<file path="src/rtl/red_pitaya_fads_pkg.sv">
// red_pitaya_fads_pkg: register map, FSM encoding and reset defaults shared by the FADS sort pulser.
package red_pitaya_fads_pkg;
    localparam logic [19:0] REG_DELAY    = 20'h00;
    localparam logic [19:0] REG_WIDTH    = 20'h04;
    localparam logic [19:0] REG_HOLDOFF  = 20'h08;
    localparam logic [19:0] REG_CTRL     = 20'h0C;
    localparam logic [19:0] REG_STATUS   = 20'h10;
    localparam logic [19:0] REG_SORT_CNT = 20'h14;
    localparam logic [19:0] REG_MISS_CNT = 20'h18;
    localparam logic [1:0] ST_IDLE  = 2'd0;
    localparam logic [1:0] ST_DELAY = 2'd1;
    localparam logic [1:0] ST_PULSE = 2'd2;
    localparam logic [1:0] ST_HOLD  = 2'd3;
    localparam int CTRL_EN   = 0;
    localparam int CTRL_CLR  = 1;
    localparam int WIDTH_RST = 125;
endpackage

</file>
<file path="src/rtl/sort_pulser_fsm.sv">
// sort_pulser_fsm: trigger edge detect, delay/pulse/hold-off sequencer with shadowed timing.
module sort_pulser_fsm
    import red_pitaya_fads_pkg::*;
#(
    parameter int CW = 24
) (
    input  logic          adc_clk_i,
    input  logic          adc_rstn_i,
    input  logic          enable,
    input  logic          sort_trig_i,
    input  logic [CW-1:0] delay,
    input  logic [CW-1:0] width,
    input  logic [CW-1:0] holdoff,
    output logic          sort_pulse,
    output logic          accept,
    output logic          miss,
    output logic          trig_q,
    output logic [1:0]    state
);
    logic [1:0]    state_n;
    logic [CW-1:0] cnt, cnt_n, sh_w, sh_h;
    logic          trig_edge;

    function automatic logic [CW-1:0] wm1(input logic [CW-1:0] w);
        return (w == '0) ? '0 : w - 1'b1;
    endfunction

    assign trig_edge = sort_trig_i & ~trig_q;
    assign accept    = trig_edge & enable & (state == ST_IDLE);
    assign miss      = trig_edge & enable & (state != ST_IDLE);

    always_comb begin
        state_n = state;
        cnt_n   = cnt - 1'b1;
        case (state)
            ST_IDLE: begin
                cnt_n = cnt;
                if (accept) begin
                    state_n = (delay == '0) ? ST_PULSE : ST_DELAY;
                    cnt_n   = (delay == '0) ? wm1(width) : delay - 1'b1;
                end
            end
            ST_DELAY: if (cnt == '0) begin
                state_n = ST_PULSE;
                cnt_n   = wm1(sh_w);
            end
            ST_PULSE: if (cnt == '0) begin
                state_n = (sh_h == '0) ? ST_IDLE : ST_HOLD;
                cnt_n   = sh_h - 1'b1;
            end
            ST_HOLD: if (cnt == '0) state_n = ST_IDLE;
        endcase
        // disable wins over everything, aborting any pulse in flight
        if (!enable) state_n = ST_IDLE;
    end

    always_ff @(posedge adc_clk_i or negedge adc_rstn_i) begin
        if (!adc_rstn_i) begin
            state      <= ST_IDLE;
            cnt        <= '0;
            sh_w       <= '0;
            sh_h       <= '0;
            trig_q     <= 1'b0;
            sort_pulse <= 1'b0;
        end else begin
            state      <= state_n;
            cnt        <= cnt_n;
            trig_q     <= sort_trig_i;
            sort_pulse <= (state_n == ST_PULSE);
            if (accept) begin
                sh_w <= width;
                sh_h <= holdoff;
            end
        end
    end
endmodule

</file>
<file path="src/rtl/red_pitaya_sort_pulser.sv">
// red_pitaya_sort_pulser: bus-configured delayed sort gate with accepted/missed event counters.
module red_pitaya_sort_pulser
    import red_pitaya_fads_pkg::*;
#(
    parameter int CW = 24,
    parameter int SW = 32
) (
    input  logic        adc_clk_i,
    input  logic        adc_rstn_i,
    input  logic        sort_trig_i,
    output logic        sort_pulse_o,
    output logic        busy_o,
    input  logic [31:0] sys_addr,
    input  logic [31:0] sys_wdata,
    input  logic [3:0]  sys_sel,
    input  logic        sys_wen,
    input  logic        sys_ren,
    output logic [31:0] sys_rdata,
    output logic        sys_err,
    output logic        sys_ack
);
    logic [CW-1:0] delay_r, width_r, holdoff_r;
    logic [SW-1:0] sort_cnt, miss_cnt;
    logic [31:0]   rdata_n;
    logic [1:0]    state;
    logic          enable, clr_q, accept, miss, trig_q, unused;

    assign unused  = ^{sys_sel, sys_addr[31:20], sys_wdata};
    assign sys_err = 1'b0;
    assign busy_o  = (state != ST_IDLE);

    sort_pulser_fsm #(.CW(CW)) u_fsm (
        .adc_clk_i   (adc_clk_i),
        .adc_rstn_i  (adc_rstn_i),
        .enable      (enable),
        .sort_trig_i (sort_trig_i),
        .delay       (delay_r),
        .width       (width_r),
        .holdoff     (holdoff_r),
        .sort_pulse  (sort_pulse_o),
        .accept      (accept),
        .miss        (miss),
        .trig_q      (trig_q),
        .state       (state)
    );

    always_comb begin
        rdata_n = '0;
        case (sys_addr[19:0])
            REG_DELAY:    rdata_n = 32'(delay_r);
            REG_WIDTH:    rdata_n = 32'(width_r);
            REG_HOLDOFF:  rdata_n = 32'(holdoff_r);
            REG_CTRL:     rdata_n = {31'd0, enable};
            REG_STATUS:   rdata_n = {29'd0, trig_q, state};
            REG_SORT_CNT: rdata_n = 32'(sort_cnt);
            REG_MISS_CNT: rdata_n = 32'(miss_cnt);
            default:      rdata_n = '0;
        endcase
    end

    always_ff @(posedge adc_clk_i or negedge adc_rstn_i) begin
        if (!adc_rstn_i) begin
            delay_r   <= '0;
            width_r   <= CW'(WIDTH_RST);
            holdoff_r <= '0;
            enable    <= 1'b0;
            clr_q     <= 1'b0;
            sort_cnt  <= '0;
            miss_cnt  <= '0;
            sys_ack   <= 1'b0;
            sys_rdata <= '0;
        end else begin
            sys_ack  <= sys_wen | sys_ren;
            clr_q    <= sys_wen && (sys_addr[19:0] == REG_CTRL) && sys_wdata[CTRL_CLR];
            // a pending clear beats a same-cycle increment
            sort_cnt <= clr_q ? '0 : sort_cnt + SW'(accept & ~&sort_cnt);
            miss_cnt <= clr_q ? '0 : miss_cnt + SW'(miss & ~&miss_cnt);
            if (sys_ren) sys_rdata <= rdata_n;
            if (sys_wen) begin
                case (sys_addr[19:0])
                    REG_DELAY:   delay_r   <= sys_wdata[CW-1:0];
                    REG_WIDTH:   width_r   <= sys_wdata[CW-1:0];
                    REG_HOLDOFF: holdoff_r <= sys_wdata[CW-1:0];
                    REG_CTRL:    enable    <= sys_wdata[CTRL_EN];
                    default: ;
                endcase
            end
        end
    end
endmodule

</file>
<file path="config.mk">
export PLATFORM = sky130hd
export DESIGN_NAME = red_pitaya_sort_pulser
export DESIGN_NICKNAME = d
export VERILOG_FILES = /design/src/rtl/red_pitaya_fads_pkg.sv /design/src/rtl/sort_pulser_fsm.sv /design/src/rtl/red_pitaya_sort_pulser.sv
export SDC_FILE = /design/constraint.sdc
export NUM_CORES = 1
export LEC_CHECK = 0
export ABC_AREA = 1
export CELL_PAD_IN_SITES_DETAIL_PLACEMENT = 1
export CELL_PAD_IN_SITES_GLOBAL_PLACEMENT = 1
export CORE_ASPECT_RATIO = 2
export CORE_UTILIZATION = 40
export CTS_BUF_LIST = sky130_fd_sc_hd__clkbuf_8
export CTS_CLUSTER_SIZE = 16
export DETAILED_ROUTE_END_ITERATION = 7
export GPL_ROUTABILITY_DRIVEN = 1
export PLACE_DENSITY_LB_ADDON = 0.1
export SETUP_SLACK_MARGIN = 0.3
export SLEW_MARGIN = 40
export SYNTH_ARGS = -nofsm -noshare
export SYNTH_HDL_FRONTEND = slang
export SYNTH_SLANG_ARGS = --single-unit
</file>
<file path="constraint.sdc">
create_clock -name adc_clk_i -period 6.4 [get_ports adc_clk_i]
set_input_delay 1.92 -clock adc_clk_i [delete_from_list [all_inputs] [get_ports adc_clk_i]]
set_output_delay 1.92 -clock adc_clk_i [all_outputs]
set_load 0.02 [all_outputs]
</file>
==> results of run 1 <==
## power by group
group | total (mW) | internal [mW] | switching (mW)
clock network | 1.67 | 0.970 | 0.702
registers | 1.56 | 1.56 | 0.000211
logic | 0.0944 | 0.0338 | 0.0606
## per-layer routing
metal	GRT usage	vias to the layer above	wire length, µm
met5	0	-	0
met3	0.0474	271	2060
met1	0.295	7627	21000
met4	0.377	0	8460
met2	0.693	391	37800
li1	-	7368	-
## logic make-up after synthesis
| kind of cell | count (synthesis) | synth area share |
|---|---|---|
| xor+xnor | 73 | 0.0411 |
| buf+inv | 327 | 0.0839 |
| mux | 1 | 0.000724 |
| other cells | 1 | 0.000241 |
| compound gates | 327 | 0.117 |
| fa+ha+maj | 14 | 0.0113 |
| flops | 247 | 0.398 |
| simple gates | 1249 | 0.348 |
## cell type report
type / count / area share
timing repair buffer: 100 / 0.0565
sequential: 247 / 0.347
clock inverter: 25 / 0.0164
antenna: 1 / 0.000140
inverter: 258 / 0.0543
clock buffer: 48 / 0.0370
tap: 515 / 0.0361
multi-input combinational: 1665 / 0.452
## path summary, 6_finish.rpt
path,from,to,slack (ns),depth (start not counted)
max,sort_trig_i,sort_cnt[26],1.82,14
min,sys_rdata[7],sys_rdata[7],0.48,2
max reg2reg,sort_cnt[16],sort_cnt[24],2.13,16
min reg2reg,sys_rdata[7],sys_rdata[7],0.48,2
max in group asynchronous,adc_rstn_i,sys_rdata[3],3.86,3
min in group asynchronous,adc_rstn_i,holdoff_r[13],1.18,1
## synthesized netlist by cell type, types with 3 or more instances
| cell | count |
|---|---|
| sky130_fd_sc_hd__nand2_1 | 595 |
| sky130_fd_sc_hd__nor2_1 | 318 |
| sky130_fd_sc_hd__inv_1 | 251 |
| sky130_fd_sc_hd__dfrtp_1 | 241 |
| sky130_fd_sc_hd__o21ai_0 | 168 |
| sky130_fd_sc_hd__nand3_1 | 163 |
| sky130_fd_sc_hd__a21oi_1 | 69 |
| sky130_fd_sc_hd__xor2_1 | 62 |
| sky130_fd_sc_hd__nor3_1 | 53 |
| sky130_fd_sc_hd__nand4_1 | 41 |
| sky130_fd_sc_hd__clkbuf_1 | 35 |
| sky130_fd_sc_hd__nor2_2 | 31 |
| sky130_fd_sc_hd__o22ai_1 | 27 |
| sky130_fd_sc_hd__buf_2 | 23 |
| sky130_fd_sc_hd__o21ai_1 | 21 |
| sky130_fd_sc_hd__o221ai_1 | 17 |
| sky130_fd_sc_hd__ha_1 | 14 |
| sky130_fd_sc_hd__xnor2_1 | 11 |
| sky130_fd_sc_hd__nor4_1 | 9 |
| sky130_fd_sc_hd__inv_2 | 7 |
| sky130_fd_sc_hd__or2_2 | 7 |
| sky130_fd_sc_hd__dfstp_2 | 6 |
| sky130_fd_sc_hd__nor2_4 | 6 |
| sky130_fd_sc_hd__a22o_1 | 5 |
| sky130_fd_sc_hd__buf_4 | 5 |
| sky130_fd_sc_hd__nand2_2 | 5 |
| sky130_fd_sc_hd__buf_6 | 4 |
| sky130_fd_sc_hd__nand3_2 | 4 |
| sky130_fd_sc_hd__nor3_2 | 4 |
| sky130_fd_sc_hd__o211ai_1 | 4 |
| sky130_fd_sc_hd__o21ai_2 | 4 |
| sky130_fd_sc_hd__nand2_4 | 3 |
| sky130_fd_sc_hd__nor2_8 | 3 |
| sky130_fd_sc_hd__o21a_1 | 3 |
## worst max-delay path: stages
cell	delay (ns)
sky130_fd_sc_hd__clkdlybuf4s50_1	0.49
sky130_fd_sc_hd__nand3_1	0.12
sky130_fd_sc_hd__inv_2	0.15
sky130_fd_sc_hd__nand2_2	0.09
sky130_fd_sc_hd__nor2_1	0.14
sky130_fd_sc_hd__ha_1	0.18
sky130_fd_sc_hd__ha_1	0.42
sky130_fd_sc_hd__nand3_1	0.29
sky130_fd_sc_hd__inv_1	0.19
sky130_fd_sc_hd__nand4_1	0.30
sky130_fd_sc_hd__nor2_2	0.33
sky130_fd_sc_hd__nand2_1	0.14
sky130_fd_sc_hd__o21ai_0	0.19
sky130_fd_sc_hd__nor2_1	0.07
## per-stage QoR
stage	cell area, µm²	instances	hold slack [ns]	setup WS, ns	utilization
final	17800	2859	0.481	1.82	0.467
after global routing	17800	2859	0.501	1.71	0.467
after CTS	17800	2857	0.488	1.95	0.467
after detailed placement	16900	2784	0.470	1.33	0.442
after global placement	16800	2783	0.468	1.43	0.441
after floorplan	15600	2239	0.453	2.43	-
==> flow_summary.json, run 1 <==
{
  "place_congestion": 0.963,
  "detailedRoute.firstIterationViolations": 651,
  "vdd_drop_max_mv": 0.194,
  "period_share": 0.716,
  "grt_max_degree": 108,
  "drive_above_1_share": 0.0738,
  "layout.area.seq_um2": 6190,
  "post_route_ant_nets": 0,
  "yosys.cell_types.count": 50,
  "rsz0062_at_grt": "false",
  "arrival_ns": 5.03,
  "synthTopCellsByArea": "sky130_fd_sc_hd__dfrtp_1, sky130_fd_sc_hd__nand2_1, sky130_fd_sc_hd__nor2_1, sky130_fd_sc_hd__inv_1, sky130_fd_sc_hd__o21ai_0",
  "die_area_um2": 39700,
  "cts.root.buffer_cell": "sky130_fd_sc_hd__clkbuf_8",
  "final-setup-viol-count": 0,
  "global_route.usage.total": 0.359,
  "cts_resized": 0,
  "slew_headroom": 0.446,
  "final-max-slew-violation-count": 0,
  "clock_sinks": 247,
  "fmax_ghz": 0.218,
  "initial_utilization": 0.408,
  "static-leakage-power_nw": 8.86,
  "synth_warnings": 0,
  "route.detailed.drc": 0,
  "worstHoldPathType": "register to register",
  "count_of_fill_cells_added_during_filler_insertion": 5003,
  "layout_commonest_cell": "sky130_fd_sc_hd__nand2_1",
  "worstSetupPathType": "primary input to register",
  "synthesis.instances": 2239,
  "finalHoldViolations": 0,
  "place_hpwl_um": 55800,
  "postSynthAreaPerCell_um2": 6.95,
  "postCtsSetupBuffers": 0,
  "clock_path_buffers": 3,
  "synth-main-ff-cell": "sky130_fd_sc_hd__dfrtp_1",
  "num_vias": 15700,
  "timing.critical_path.from_type": "primary input",
  "detail_route.vias_per_cell": 5.48,
  "clk_transition_reported_paths_ns": 0.06,
  "clock_tree.htree_level_count": 2,
  "synth-edff-count": 0,
  "async_reset_ff_frac": 1.00,
  "wirelength_um": 69300,
  "layout_common_cells": "sky130_fd_sc_hd__nand2_1, sky130_fd_sc_hd__nor2_1, sky130_fd_sc_hd__inv_1",
  "floorplan.die.width_um": 141,
  "crit_path_end_kind": "register",
  "synth_nets": 2326,
  "worst-path-max-fanout": 4,
  "finalNetCount": 2400,
  "cap_violations": 0,
  "synth_seq_cells": 247,
  "grt_antenna_before_repair": 1,
  "clock_latency_late_sink_ns": 0.59,
  "avgRoutedWirePerCell_um": 24.3,
  "area_delta_synth_final_pct": 14.7,
  "gr-total-overflow": 0,
  "port-buffer-count": 83,
  "post_cts_hold_buffer_count": 0,
  "final_power_mw": 3.33,
  "run_status": "finished, final reports clean",
  "synth_top_cell_area_share": 0.388,
  "die_h_um": 281,
  "synth_sequential_area_ratio": 0.398,
  "netlist_area_um2": 15600,
  "power_density_nw_per_um2": 187,
  "clock_skew_ns": 0.0366,
  "final.min_clock_period_ns": 4.58,
  "required_ns": 6.84,
  "row_count": 101,
  "ioPinCount": 109,
  "synth_top_area_cell": "sky130_fd_sc_hd__dfrtp_1",
  "multi_input_area_um2": 8070,
  "coreArea_um2": 38200,
  "detailedRoute.firstPassIterationCount": 4,
  "tritoncts": "done",
  "transition_at_the_pin_with_the_smallest_max_transition_slack_ns": 0.823,
  "layout_top_registers": "miss_cnt (32), sort_cnt (32), sys_rdata (32)",
  "grt_pass1_wl_um": 103000,
  "cts_buffers": 41,
  "vias_in_the_first_global_route": 16900,
  "finalSetupTns_ns": 0
}
(Power assumes the default switching activity.)
==> run 2: changes to the inputs <==
==> constraint.sdc (replaced) <==
create_clock -name adc_clk_i -period 4.6 [get_ports adc_clk_i]
set_input_delay 1.38 -clock adc_clk_i [delete_from_list [all_inputs] [get_ports adc_clk_i]]
set_output_delay 1.38 -clock adc_clk_i [all_outputs]
set_load 0.02 [all_outputs]
==> run 2 against run 1 <==
Compared with the run above: clock power increased by 31%; register-to-register slack got worse by 1.3 ns; core utilization about the same; worst setup slack got worse by 1.0 ns; wire length decreased by 0.19%; largest power group unchanged.
==> flow_summary.json, run 2 (synthesis results as in run 1) <==
{
  "run_status": "finished, final reports clean",
  "clock_sinks": 247,
  "layout_commonest_cell": "sky130_fd_sc_hd__nand2_1",
  "avgRoutedWirePerCell_um": 24.1,
  "detailedRoute.firstIterationViolations": 653,
  "design_area_um2": 17800,
  "detail_route.vias_per_cell": 5.48,
  "crit_path_end_kind": "register",
  "vdd_drop_max_mv": 0.394,
  "num_vias": 15700,
  "layout_top_registers": "miss_cnt (32), sort_cnt (32), sys_rdata (32)",
  "place_area_um2": 16900,
  "period_share": 0.824,
  "transition_at_the_pin_with_the_smallest_max_transition_slack_ns": 0.735,
  "final_util": 0.467,
  "post_cts_hold_buffer_count": 0,
  "clock_path_buffers": 3,
  "static-leakage-power_nw": 8.87,
  "power_density_nw_per_um2": 252,
  "detailedRoute.firstPassIterationCount": 4,
  "clk_transition_reported_paths_ns": 0.08,
  "final_power_mw": 4.49,
  "cts.root.buffer_cell": "sky130_fd_sc_hd__clkbuf_8",
  "clock_tree.htree_level_count": 2,
  "ioPinCount": 109,
  "die_h_um": 281,
  "cts_buffers": 40,
  "finalNetCount": 2406,
  "count_of_fill_cells_added_during_filler_insertion": 5015,
  "required_ns": 5.10,
  "clock_skew_ns": 0.0519,
  "timing.critical_path.from_type": "register",
  "arrival_ns": 4.29,
  "wirelength_um": 69200,
  "worst-path-max-fanout": 4,
  "port-buffer-count": 83,
  "row_count": 101,
  "vias_in_the_first_global_route": 17100,
  "route.detailed.drc": 0,
  "grt_antenna_before_repair": 3,
  "area_delta_synth_final_pct": 14.6,
  "final-setup-viol-count": 0,
  "floorplan.die.width_um": 141,
  "global_route.usage.total": 0.361,
  "worstHoldPathType": "register to register",
  "postCtsSetupBuffers": 0,
  "final-max-slew-violation-count": 0,
  "fmax_ghz": 0.264,
  "post_route_ant_nets": 0,
  "final.min_clock_period_ns": 3.79,
  "finalSetupTns_ns": 0,
  "cts_resized": 0,
  "gr-total-overflow": 0,
  "grt_max_degree": 91,
  "place_hpwl_um": 56000,
  "worstSetupPathType": "register to register",
  "finalHoldViolations": 0,
  "cap_violations": 0,
  "tritoncts": "done",
  "drive_above_1_share": 0.0757,
  "place_congestion": 1.03,
  "layout_common_cells": "sky130_fd_sc_hd__nand2_1, sky130_fd_sc_hd__nor2_1, sky130_fd_sc_hd__inv_1",
  "die_area_um2": 39700,
  "rsz0062_at_grt": "false",
  "clock_latency_late_sink_ns": 0.61,
  "coreArea_um2": 38200,
  "initial_utilization": 0.408,
  "slew_headroom": 0.510,
  "grt_pass1_wl_um": 103000
}
==> run 2: cell types whose count changed in the layout (fill, tap and decap cells not counted), sizes merged <==
cell      before  now
bufinv         7    4
diode          1    2
clkinvlp       0    2
clkbuf        48   50
inv          267  268
buf           18   25
clkinv         9    7
==> run 2: layout make-up <==
class	instances	area [µm²]	area share
inverters	258	968	0.0543
clock buffers	50	688	0.0386
well taps	515	644	0.0362
diodes	2	5.00	0.000281
clock inverters	23	219	0.0123
repair buffers	107	1040	0.0586
multi-input cells	1665	8070	0.453
flip-flops and latches	247	6190	0.347
==> run 2: path summary, 6_finish.rpt <==
check	end	cells after the start	startpoint	slack (ns)
max reg2reg	sort_cnt[29]	17	sort_cnt[14]	0.81
min in group asynchronous	delay_r[11]	1	adc_rstn_i	0.80
min	sys_rdata[28]	2	sys_rdata[28]	0.48
max	sort_cnt[29]	17	sort_cnt[14]	0.81
max in group asynchronous	width_r[3]	2	adc_rstn_i	2.80
min reg2reg	sys_rdata[28]	2	sys_rdata[28]	0.48
==> run 2: per-stage QoR <==
step                      std cells  hold WS [ns]  setup slack [ns]
after floorplan                2239         0.453              1.17
after global placement         2792         0.465             0.409
after detailed placement       2792         0.465             0.359
after CTS                      2865         0.483             0.871
after global routing           2867         0.507             0.666
final                          2867         0.479             0.812
==> run 2: power breakdown <==
group	leakage (nW)	switching [mW]	internal (mW)	total [mW]
sequential	3.23	0.000348	2.17	2.17
clock	0.500	0.978	1.21	2.19
combinational	5.14	0.0826	0.0457	0.128
==> run 2: critical path, stage by stage (launching register included) <==
cell,delay [ns]
sky130_fd_sc_hd__dfrtp_1,0.44
sky130_fd_sc_hd__inv_1,0.11
sky130_fd_sc_hd__nor3_1,0.41
sky130_fd_sc_hd__inv_1,0.18
sky130_fd_sc_hd__nor3_1,0.39
sky130_fd_sc_hd__nand4_1,0.35
sky130_fd_sc_hd__nor3_1,0.23
sky130_fd_sc_hd__nor2_1,0.07
sky130_fd_sc_hd__ha_1,0.19
sky130_fd_sc_hd__nand3_1,0.21
sky130_fd_sc_hd__nor2_1,0.11
sky130_fd_sc_hd__nand2_1,0.10
sky130_fd_sc_hd__nor2_1,0.05
sky130_fd_sc_hd__inv_1,0.16
sky130_fd_sc_hd__nor3_4,0.06
sky130_fd_sc_hd__nand3_1,0.30
sky130_fd_sc_hd__o21ai_0,0.15
sky130_fd_sc_hd__a21oi_1,0.16
==> run 2: metal layers <==
metal / part of all wire / global-route usage / vias to the layer above / wire, µm
li1: - / - / 7393 / -
met1: 0.30 / 0.301 / 7637 / 20800
met2: 0.54 / 0.694 / 409 / 37700
met3: 0.030 / 0.0417 / 271 / 2100
met4: 0.12 / 0.383 / 0 / 8650
met5: 0 / 0 / - / 0
